--- src/rtl/timeshared_pkg.sv ---
// timeshared_pkg: frame-state type, error-counter width and slot-width helper
// shared by the time-shared demultiplexer/deserialiser.
package timeshared_pkg;

  typedef enum logic {
    HUNT = 1'b0,
    LOCK = 1'b1
  } state_e;

  localparam int ERRCNT_W = 8;

  // Width of the slot counter for a frame of 2*word_w cycles.
  function automatic int slot_width(input int word_w);
    return $clog2(2 * word_w);
  endfunction

endpackage

--- src/rtl/ts_shift_collect.sv ---
// ts_shift_collect: WORD_W-bit LSB-first collector. A new bit enters at the
// MSB and moves toward bit 0, so after WORD_W shifts the first bit sits at
// bit 0. The clear restarts the word, and the incoming bit can be shifted in
// on the same edge. data_next is the value the register will take on the
// next edge. The owner uses it to latch a word on the edge that completes it.
module ts_shift_collect #(
  parameter int WORD_W = 4
) (
  input  logic              clk,
  input  logic              rst,
  input  logic              en,
  input  logic              clr,
  input  logic              bit_in,
  output logic [WORD_W-1:0] data_next
);

  logic [WORD_W-1:0] data_q;
  logic [WORD_W-1:0] data_d;
  logic [WORD_W-1:0] base_s;

  // Next contents: optional restart, then an optional right shift of the new bit.
  always_comb begin
    base_s = clr ? {WORD_W{1'b0}} : data_q;
    if (en) begin
      data_d = {bit_in, base_s[WORD_W-1:1]};
    end else begin
      data_d = base_s;
    end
  end

  assign data_next = data_d;

  // Collector register, cleared asynchronously by the active-low reset.
  always_ff @(posedge clk or negedge rst) begin
    if (!rst) begin
      data_q <= {WORD_W{1'b0}};
    end else begin
      data_q <= data_d;
    end
  end

endmodule

--- src/rtl/timeshared_demux_deser.sv ---
// timeshared_demux_deser: splits the interleaved serial line into two channels.
// Even slots carry channel 1 and odd slots carry channel 2. Each channel is
// deserialised into WORD_W-bit words. A HUNT/LOCK machine tracks frame sync.
// Optional macro DEMUX_ERRCNT_EN adds a saturating 8-bit sync-error counter
// on output port err_count.
module timeshared_demux_deser
  import timeshared_pkg::*;
#(
  parameter int WORD_W        = 4,
  parameter int SYNC_MISS_MAX = 2
) (
  input  logic                           clk,
  input  logic                           rst,
  input  logic                           din,
  input  logic                           sync,
  output logic [WORD_W-1:0]              word1,
  output logic [WORD_W-1:0]              word2,
  output logic                           word_valid,
  output logic                           lock,
  output logic [slot_width(WORD_W)-1:0]  slot,
  output logic                           sync_err
`ifdef DEMUX_ERRCNT_EN
  ,
  output logic [ERRCNT_W-1:0]            err_count
`endif
);

  localparam int SLOT_W = slot_width(WORD_W);
  localparam int MISS_W = $clog2(SYNC_MISS_MAX + 1);
  localparam logic [SLOT_W-1:0] SLOT_ZERO = {SLOT_W{1'b0}};
  localparam logic [SLOT_W-1:0] SLOT_ONE  = SLOT_W'(1);
  localparam logic [SLOT_W-1:0] SLOT_LAST = SLOT_W'(2 * WORD_W - 1);
  localparam logic [MISS_W-1:0] MISS_ZERO = {MISS_W{1'b0}};
  localparam logic [MISS_W-1:0] MISS_ONE  = MISS_W'(1);
  localparam logic [MISS_W-1:0] MISS_LAST = MISS_W'(SYNC_MISS_MAX - 1);

  state_e              state_q, state_d;
  logic [SLOT_W-1:0]   slot_q, slot_d;
  logic [MISS_W-1:0]   miss_q, miss_d;
  logic [WORD_W-1:0]   word1_q, word1_d;
  logic [WORD_W-1:0]   word2_q, word2_d;
  logic                word_valid_q, word_valid_d;
  logic                lock_q, lock_d;
  logic                sync_err_q, sync_err_d;
  logic                en1_s, en2_s, clr_s;
  logic [WORD_W-1:0]   ch1_next_s, ch2_next_s;
  logic                miss_hit_s;

  // A further sync error now would reach the loss-of-lock limit.
  assign miss_hit_s = (miss_q >= MISS_LAST);

  // Frame tracking: state, slot, miss counter, collector control and word latch.
  always_comb begin
    state_d      = state_q;
    slot_d       = slot_q;
    miss_d       = miss_q;
    word1_d      = word1_q;
    word2_d      = word2_q;
    word_valid_d = 1'b0;
    sync_err_d   = 1'b0;
    en1_s        = 1'b0;
    en2_s        = 1'b0;
    clr_s        = 1'b0;
    case (state_q)
      HUNT: begin
        if (sync) begin
          state_d = LOCK;
          slot_d  = SLOT_ONE;
          miss_d  = MISS_ZERO;
          clr_s   = 1'b1;
          en1_s   = 1'b1;
        end else begin
          slot_d = SLOT_ZERO;
        end
      end
      LOCK: begin
        if ((slot_q == SLOT_ZERO) != sync) begin
          // Missing sync at slot 0 or misplaced sync elsewhere.
          sync_err_d = 1'b1;
          if (miss_hit_s) begin
            state_d = HUNT;
            slot_d  = SLOT_ZERO;
            miss_d  = MISS_ZERO;
          end else if (sync) begin
            // Realign on the misplaced pulse and drop the partial frame.
            miss_d = miss_q + MISS_ONE;
            slot_d = SLOT_ONE;
            clr_s  = 1'b1;
            en1_s  = 1'b1;
          end else begin
            // Missing sync: keep capturing on the free-running slot count.
            miss_d = miss_q + MISS_ONE;
            slot_d = SLOT_ONE;
            en1_s  = 1'b1;
          end
        end else begin
          if (sync) begin
            miss_d = MISS_ZERO;
          end else begin
            miss_d = miss_q;
          end
          en1_s = ~slot_q[0];
          en2_s = slot_q[0];
          if (slot_q == SLOT_LAST) begin
            slot_d       = SLOT_ZERO;
            word1_d      = ch1_next_s;
            word2_d      = ch2_next_s;
            word_valid_d = 1'b1;
          end else begin
            slot_d = slot_q + SLOT_ONE;
          end
        end
      end
      default: begin
        state_d = HUNT;
        slot_d  = SLOT_ZERO;
        miss_d  = MISS_ZERO;
      end
    endcase
    lock_d = (state_d == LOCK);
  end

  // State and registered outputs, cleared asynchronously by the active-low reset.
  always_ff @(posedge clk or negedge rst) begin
    if (!rst) begin
      state_q      <= HUNT;
      slot_q       <= SLOT_ZERO;
      miss_q       <= MISS_ZERO;
      word1_q      <= {WORD_W{1'b0}};
      word2_q      <= {WORD_W{1'b0}};
      word_valid_q <= 1'b0;
      lock_q       <= 1'b0;
      sync_err_q   <= 1'b0;
    end else begin
      state_q      <= state_d;
      slot_q       <= slot_d;
      miss_q       <= miss_d;
      word1_q      <= word1_d;
      word2_q      <= word2_d;
      word_valid_q <= word_valid_d;
      lock_q       <= lock_d;
      sync_err_q   <= sync_err_d;
    end
  end

  ts_shift_collect #(.WORD_W(WORD_W)) u_ch1 (
    .clk       (clk),
    .rst       (rst),
    .en        (en1_s),
    .clr       (clr_s),
    .bit_in    (din),
    .data_next (ch1_next_s)
  );

  ts_shift_collect #(.WORD_W(WORD_W)) u_ch2 (
    .clk       (clk),
    .rst       (rst),
    .en        (en2_s),
    .clr       (clr_s),
    .bit_in    (din),
    .data_next (ch2_next_s)
  );

  assign word1      = word1_q;
  assign word2      = word2_q;
  assign word_valid = word_valid_q;
  assign lock       = lock_q;
  assign slot       = slot_q;
  assign sync_err   = sync_err_q;

`ifdef DEMUX_ERRCNT_EN
  logic [ERRCNT_W-1:0] err_count_q, err_count_d;

  // Saturating count of sync-error pulses.
  always_comb begin
    if (sync_err_d && (err_count_q != {ERRCNT_W{1'b1}})) begin
      err_count_d = err_count_q + ERRCNT_W'(1);
    end else begin
      err_count_d = err_count_q;
    end
  end

  // Error counter register; only reset clears it.
  always_ff @(posedge clk or negedge rst) begin
    if (!rst) begin
      err_count_q <= {ERRCNT_W{1'b0}};
    end else begin
      err_count_q <= err_count_d;
    end
  end

  assign err_count = err_count_q;
`endif

endmodule

--- config.mk ---
export PLATFORM = sky130hd
export DESIGN_NAME = timeshared_demux_deser
export DESIGN_NICKNAME = d
export VERILOG_FILES = /design/src/rtl/timeshared_pkg.sv /design/src/rtl/ts_shift_collect.sv /design/src/rtl/timeshared_demux_deser.sv
export SDC_FILE = /design/constraint.sdc
export NUM_CORES = 1
export LEC_CHECK = 0
export CAP_MARGIN = 20
export CORE_MARGIN = 1
export CORE_UTILIZATION = 40
export CTS_CLUSTER_SIZE = 40
export DETAILED_ROUTE_END_ITERATION = 6
export GPL_ROUTABILITY_DRIVEN = 0
export PLACE_DENSITY = 0.64
export SYNTH_ARGS = -nofsm -noshare
export SYNTH_HDL_FRONTEND = slang
export SYNTH_SLANG_ARGS = --single-unit
--- constraint.sdc ---
create_clock -name clk -period 5.85 [get_ports clk]
set_clock_uncertainty 0.15 [all_clocks]
set_input_delay 1.17 -clock clk [delete_from_list [all_inputs] [get_ports clk]]
set_output_delay 1.17 -clock clk [all_outputs]
set_load 0.03 [all_outputs]
# After elaboration in Yosys (flattened, before gate mapping)
# Cells that the tools add are included.
[word_totals]
regBits = 24
in_bits = 4
out_inout_bits = 14
elab_cells = 48
[classes]
n_addsub = 2
magnitude_cmp = 1
eq_ne = 2
mux = 29
n_bitwise = 3
n_reduce_logical = 2
[op_table]
columns = ["operator", "n"]
rows = [
  ["$mux 4", 4],
  ["$mux 1", 15],
  ["$mux 2", 3],
  ["$mux 3", 2],
  ["$pmux 1 s2", 3],
  ["$pmux 3 s2", 1],
  ["$pmux 2 s2", 1],
  ["$add 3x1->3 const B", 1],
  ["$eq 3x3->1 const B", 1],
  ["$logic_not 3->1", 1],
  ["$not 1->1", 3],
  ["$reduce_and 3->1", 1],
  ["$add 2x1->2 const B", 1],
  ["$ge 2x1->1 const B", 1],
  ["$ne 1x1->1", 1],
]

# Logic depth before layout (Yosys ltp)
[logic_depth]
ltp_word = 6
depth_mapped = 8
mapped_depth_nobuf = 7

# Modules after synthesis
# Synthesis repeated with hierarchy kept, for this count alone.
[unflattened]
hier_cells = 82
area_unflattened_um2 = 1061.0
[by_module_without_submodules]
columns = ["mod", "n_inst", "cells_each", "area_per_inst_um2", "seq_area_each_um2"]
rows = [
  ["timeshared_demux_deser", 1, 56, 725.7, 400.4],
  ["ts_shift_collect", 2, 13, 167.7, 100.1],
]

# Least setup slack after synthesis
# No wires, ideal clock.
[synth_timing]
path_type = "in2reg"
startpoint = "input sync"
endpoint = "register word1_q[3] (netlist: word1[3])"
setup_time_ns = 0.125
arrival_ns = 2.409
setup_slack_ns = 3.166
path_stages = 6
path_buffers = 1
path_cell_list = "buf_6 > nand2_2 > mux2i_2 > a211oi_4 > mux2_4 > mux2_4"
[synth_between]
elab_chain_cells = 6
[synth_lines]
columns = ["item", "line_no", "rtl"]
rows = [
  ["start, declared", "timeshared_demux_deser.sv:15", "input logic sync,"],
  ["$mux 1", "timeshared_demux_deser.sv:66, timeshared_demux_deser.sv:84", ""],
  ["$mux 1", "timeshared_demux_deser.sv:80", "if (miss_hit_s) begin"],
  ["$mux 1", "timeshared_demux_deser.sv:77", "if ((slot_q == SLOT_ZERO) != sync) begin"],
  ["$pmux 1 s2", "timeshared_demux_deser.sv:64", "case (state_q)"],
  ["$mux 4", "ts_shift_collect.sv:23", "base_s = clr ? {WORD_W{1'b0}} : data_q;"],
  ["$mux 4 *", "ts_shift_collect.sv:24", "if (en) begin"],
  ["net ch1_next_s[3]", "timeshared_demux_deser.sv:46", "logic [WORD_W-1:0] ch1_next_s, ch2_next_s;"],
  ["end signal, assigned", "timeshared_demux_deser.sv:129", "word1_q <= {WORD_W{1'b0}};"],
  ["end signal, assigned", "timeshared_demux_deser.sv:138", "word1_q <= word1_d;"],
  ["end, declared", "timeshared_demux_deser.sv:40", "logic [WORD_W-1:0] word1_q, word1_d;"],
]
# Mark *: on every way through the listed nets, which the timed path passes. The rest lies on a longest branch.
# A chain may end at the register's enable or synchronous reset.

# Worst setup path in the final report
[layout_timing]
startpoint = "input sync"
endpoint = "register word2_q[3] (netlist: word2[3])"
[layout_between]
elab_chain_cells = 6
[layout_lines]
columns = ["item", "line_no", "rtl"]
rows = [
  ["$mux 1", "timeshared_demux_deser.sv:66, timeshared_demux_deser.sv:84", ""],
  ["$mux 1", "timeshared_demux_deser.sv:80", ""],
  ["$mux 1", "timeshared_demux_deser.sv:77", ""],
  ["$pmux 1 s2", "timeshared_demux_deser.sv:64", ""],
  ["$mux 4", "ts_shift_collect.sv:23", ""],
  ["$mux 4", "ts_shift_collect.sv:24", ""],
  ["end signal, assigned", "timeshared_demux_deser.sv:130", "word2_q <= {WORD_W{1'b0}};"],
  ["end signal, assigned", "timeshared_demux_deser.sv:139", "word2_q <= word2_d;"],
  ["end, declared", "timeshared_demux_deser.sv:41", "logic [WORD_W-1:0] word2_q, word2_d;"],
]
# Parallel ways exist; a longest one is shown, timed or not.

==> qor.yml <==
drt_pre_antenna_iters: 4
grt_pass1_wl_um: 2930
crit_type: "in -> reg"
cts_resized: 0
syn_to_final_growth_pct: 19.5
worstHoldPathType: "reg -> reg"
worst_pin_slew_ns: 0.450
synth-seq-area-share_pct: 53.6
drc: 0
dp_hpwl_um: 1300
p_total_w: 0.000656
io_buffers: 17
routed_wl_um: 1760
worst_slew_margin_rel_pct: 69.9
post_drt_wl_per_cell_um: 12.3
dieArea_um2: 3020
crit_required_ns: 5.90
antenna_found_initial: 0
start_kind: "input port"
synth_area_per_cell_um2: 11.8
numCtsBuffers: 3
num_io_pins: 18
cts.hold.buffers_added: 0
initial_core_util_pct: 43.7
overflow: 0
drv_slew: 0
cap_violations: 0
hold_viol: 0
clock_tree.root_cell: "clkbuf_4"
die-width_um: 54.9
fin_crit_ns: 3.06
final.setup.tns_ns: 0
clock-sinks: 24
fillers: 239
final_common_cell: "dfrtp_1"
p_leak_nw: 0.640
synth_area_leaders: "dfrtp_1 54%, ha_1 5.6%, mux2i_1 5.4%, mux2_4 4.0%, nand2_1 3.3%"
arrival_ns: 3.11
antenna_cells: 0
power_frac_clock_pct: 10.3
cts_tree: "done"
synth_top_area_cell: "dfrtp_1"
core_um2: 2570
drtAntennaViolNets: 0
grt_usage_pct: 14.3
routed_via_density: 4.92
postSynthCellCount: 95
layout_common_cells: "24 x dfrtp_1, 17 x clkdlybuf4s50_1, 10 x nand2_1"
worst_setup_path_end_kind: "flop"
seqPwrFrac_pct: 38.2
clkTransAtPathRegs_ns: 0.12
max_freq_mhz: 327
vias: 704
fin_nets: 124
p_per_area_nw_per_um2: 489
sw_frac_of_total_pct: 39.8
drive_above_1_share_pct: 15.0
grt_pass1_vias: 677
cts_setup_buffers: 0
cp_max_fo: 13
clock_path_buffers: 2
insertion_delay_ns: 0.30
synth_cell_types: 28
rsz0062_at_grt: "false"
grt_max_degree: 25
vdd_drop_max_mv: 0.271
rows: 18
power.switching_w: 0.000261
combPwrFrac_pct: 51.5
dieHeight_um: 54.9
drtIter0Drc: 11
status: "finished clean"
yosysWarningCount: 0
finalCritPeriodShare_pct: 52.3
ctsHtreeMaxLevel: 1
finalSetupViolations: 0
syn_nets: 104
p_int_w: 0.000395
netlist.area_leader.share_pct: 53.6
ys_seq_elements: 24
synth_area_um2: 1120
## cells by family (layout without fill, tap and decap cells)
family | Yosys count | after routing | share of synthesized area, %
AO/OA/AOI/OAI | 13 | 13 | 8.93
XOR/XNOR | 1 | 1 | 0.781
adder cells (fa/ha/maj) | 5 | 5 | 5.58
buffers and inverters | 9 | 27 | 4.35
flip-flops | 24 | 24 | 53.6
multiplexers | 12 | 12 | 12.8
AND/OR/NAND/NOR | 31 | 31 | 14.0
## worst paths after layout
kind	depth (start not counted)	start	slack, ns	end
worst max-delay path	6	sync	2.79	word2[3]
worst min-delay path	2	word1[1]	0.36	word1[1]
worst max register to register	7	slot[0]	3.49	word2[3]
worst min register to register	2	word1[1]	0.36	word1[1]
max in group asynchronous	2	rst	4.07	u_ch1.data_q[2]
min in group asynchronous	1	rst	1.02	miss_q[1]
## registers in the layout, summed over array words and instances, names as in the netlist
signal,flops
u_ch2.data_q,4
slot,3
sync_err,1
u_ch1.data_q,4
miss_q,2
lock,1
word2,4
word1,4
word_valid,1
## synthesized netlist by cell type, drive strengths merged
| library cell | instances |
|---|---|
| dfrtp | 24 |
| nand2 | 12 |
| nor2 | 9 |
| mux2i | 8 |
| inv | 6 |
| o21ai | 6 |
| ha | 5 |
| mux2 | 4 |
| and2 | 3 |
| nor2b | 3 |
| buf | 2 |
| nand2b | 2 |
| o22ai | 2 |
| a211oi | 1 |
| a21boi | 1 |
| a21oi | 1 |
| a32o | 1 |
| clkbuf | 1 |
| nand3 | 1 |
| nor3 | 1 |
| o2bb2ai | 1 |
| xnor2 | 1 |
## critical path, stage by stage
cell             delay (ns)
clkdlybuf4s50_1        0.66
nand2_2                0.14
mux2i_2                0.27
nand2_1                0.31
inv_1                  0.21
mux2_2                 0.35
## area by class of cell
type / instances / area [um^2] / share of cell area [%]
clock buffers: 3 / 22.5 / 1.68
inverters: 6 / 22.5 / 1.68
multi-input cells: 62 / 472 / 35.2
flip-flops and latches: 24 / 601 / 44.8
well taps: 30 / 37.5 / 2.80
repair buffers: 18 / 185 / 13.8
## through the flow
stage	utilization, %	setup slack (ns)	cells	instance area, um^2	hold WS, ns
final	52.2	2.79	143	1340	0.362
after global routing	52.2	2.66	143	1340	0.388
after CTS	51.6	2.81	142	1330	0.368
after detailed placement	50.7	2.47	139	1300	0.330
after global placement	50.7	2.50	139	1300	0.330
after floorplan	-	3.17	95	1120	0.331
## power groups by stage
stage,sequential (W),combinational (W),clock [W]
finish,0.000251,0.000338,0.0000675
global route,0.000259,0.000371,0.0000786
CTS,0.000252,0.000341,0.0000737
detailed placement,0.000255,0.000338,0
global placement,0.000254,0.000338,0
floorplan,0.000298,0.000211,0
## per-layer routing
| layer | track usage (%) | vias up | share of wire (%) |
|---|---|---|---|
| met2 | 21.9 | 11 | 45 |
| li1 | - | 353 | - |
| met3 | 5.74 | 2 | 3.6 |
| met4 | 5.00 | 0 | 1.1 |
| met1 | 18.2 | 338 | 51 |
| met5 | 0 | - | 0 |
(Power assumes the default switching activity.)
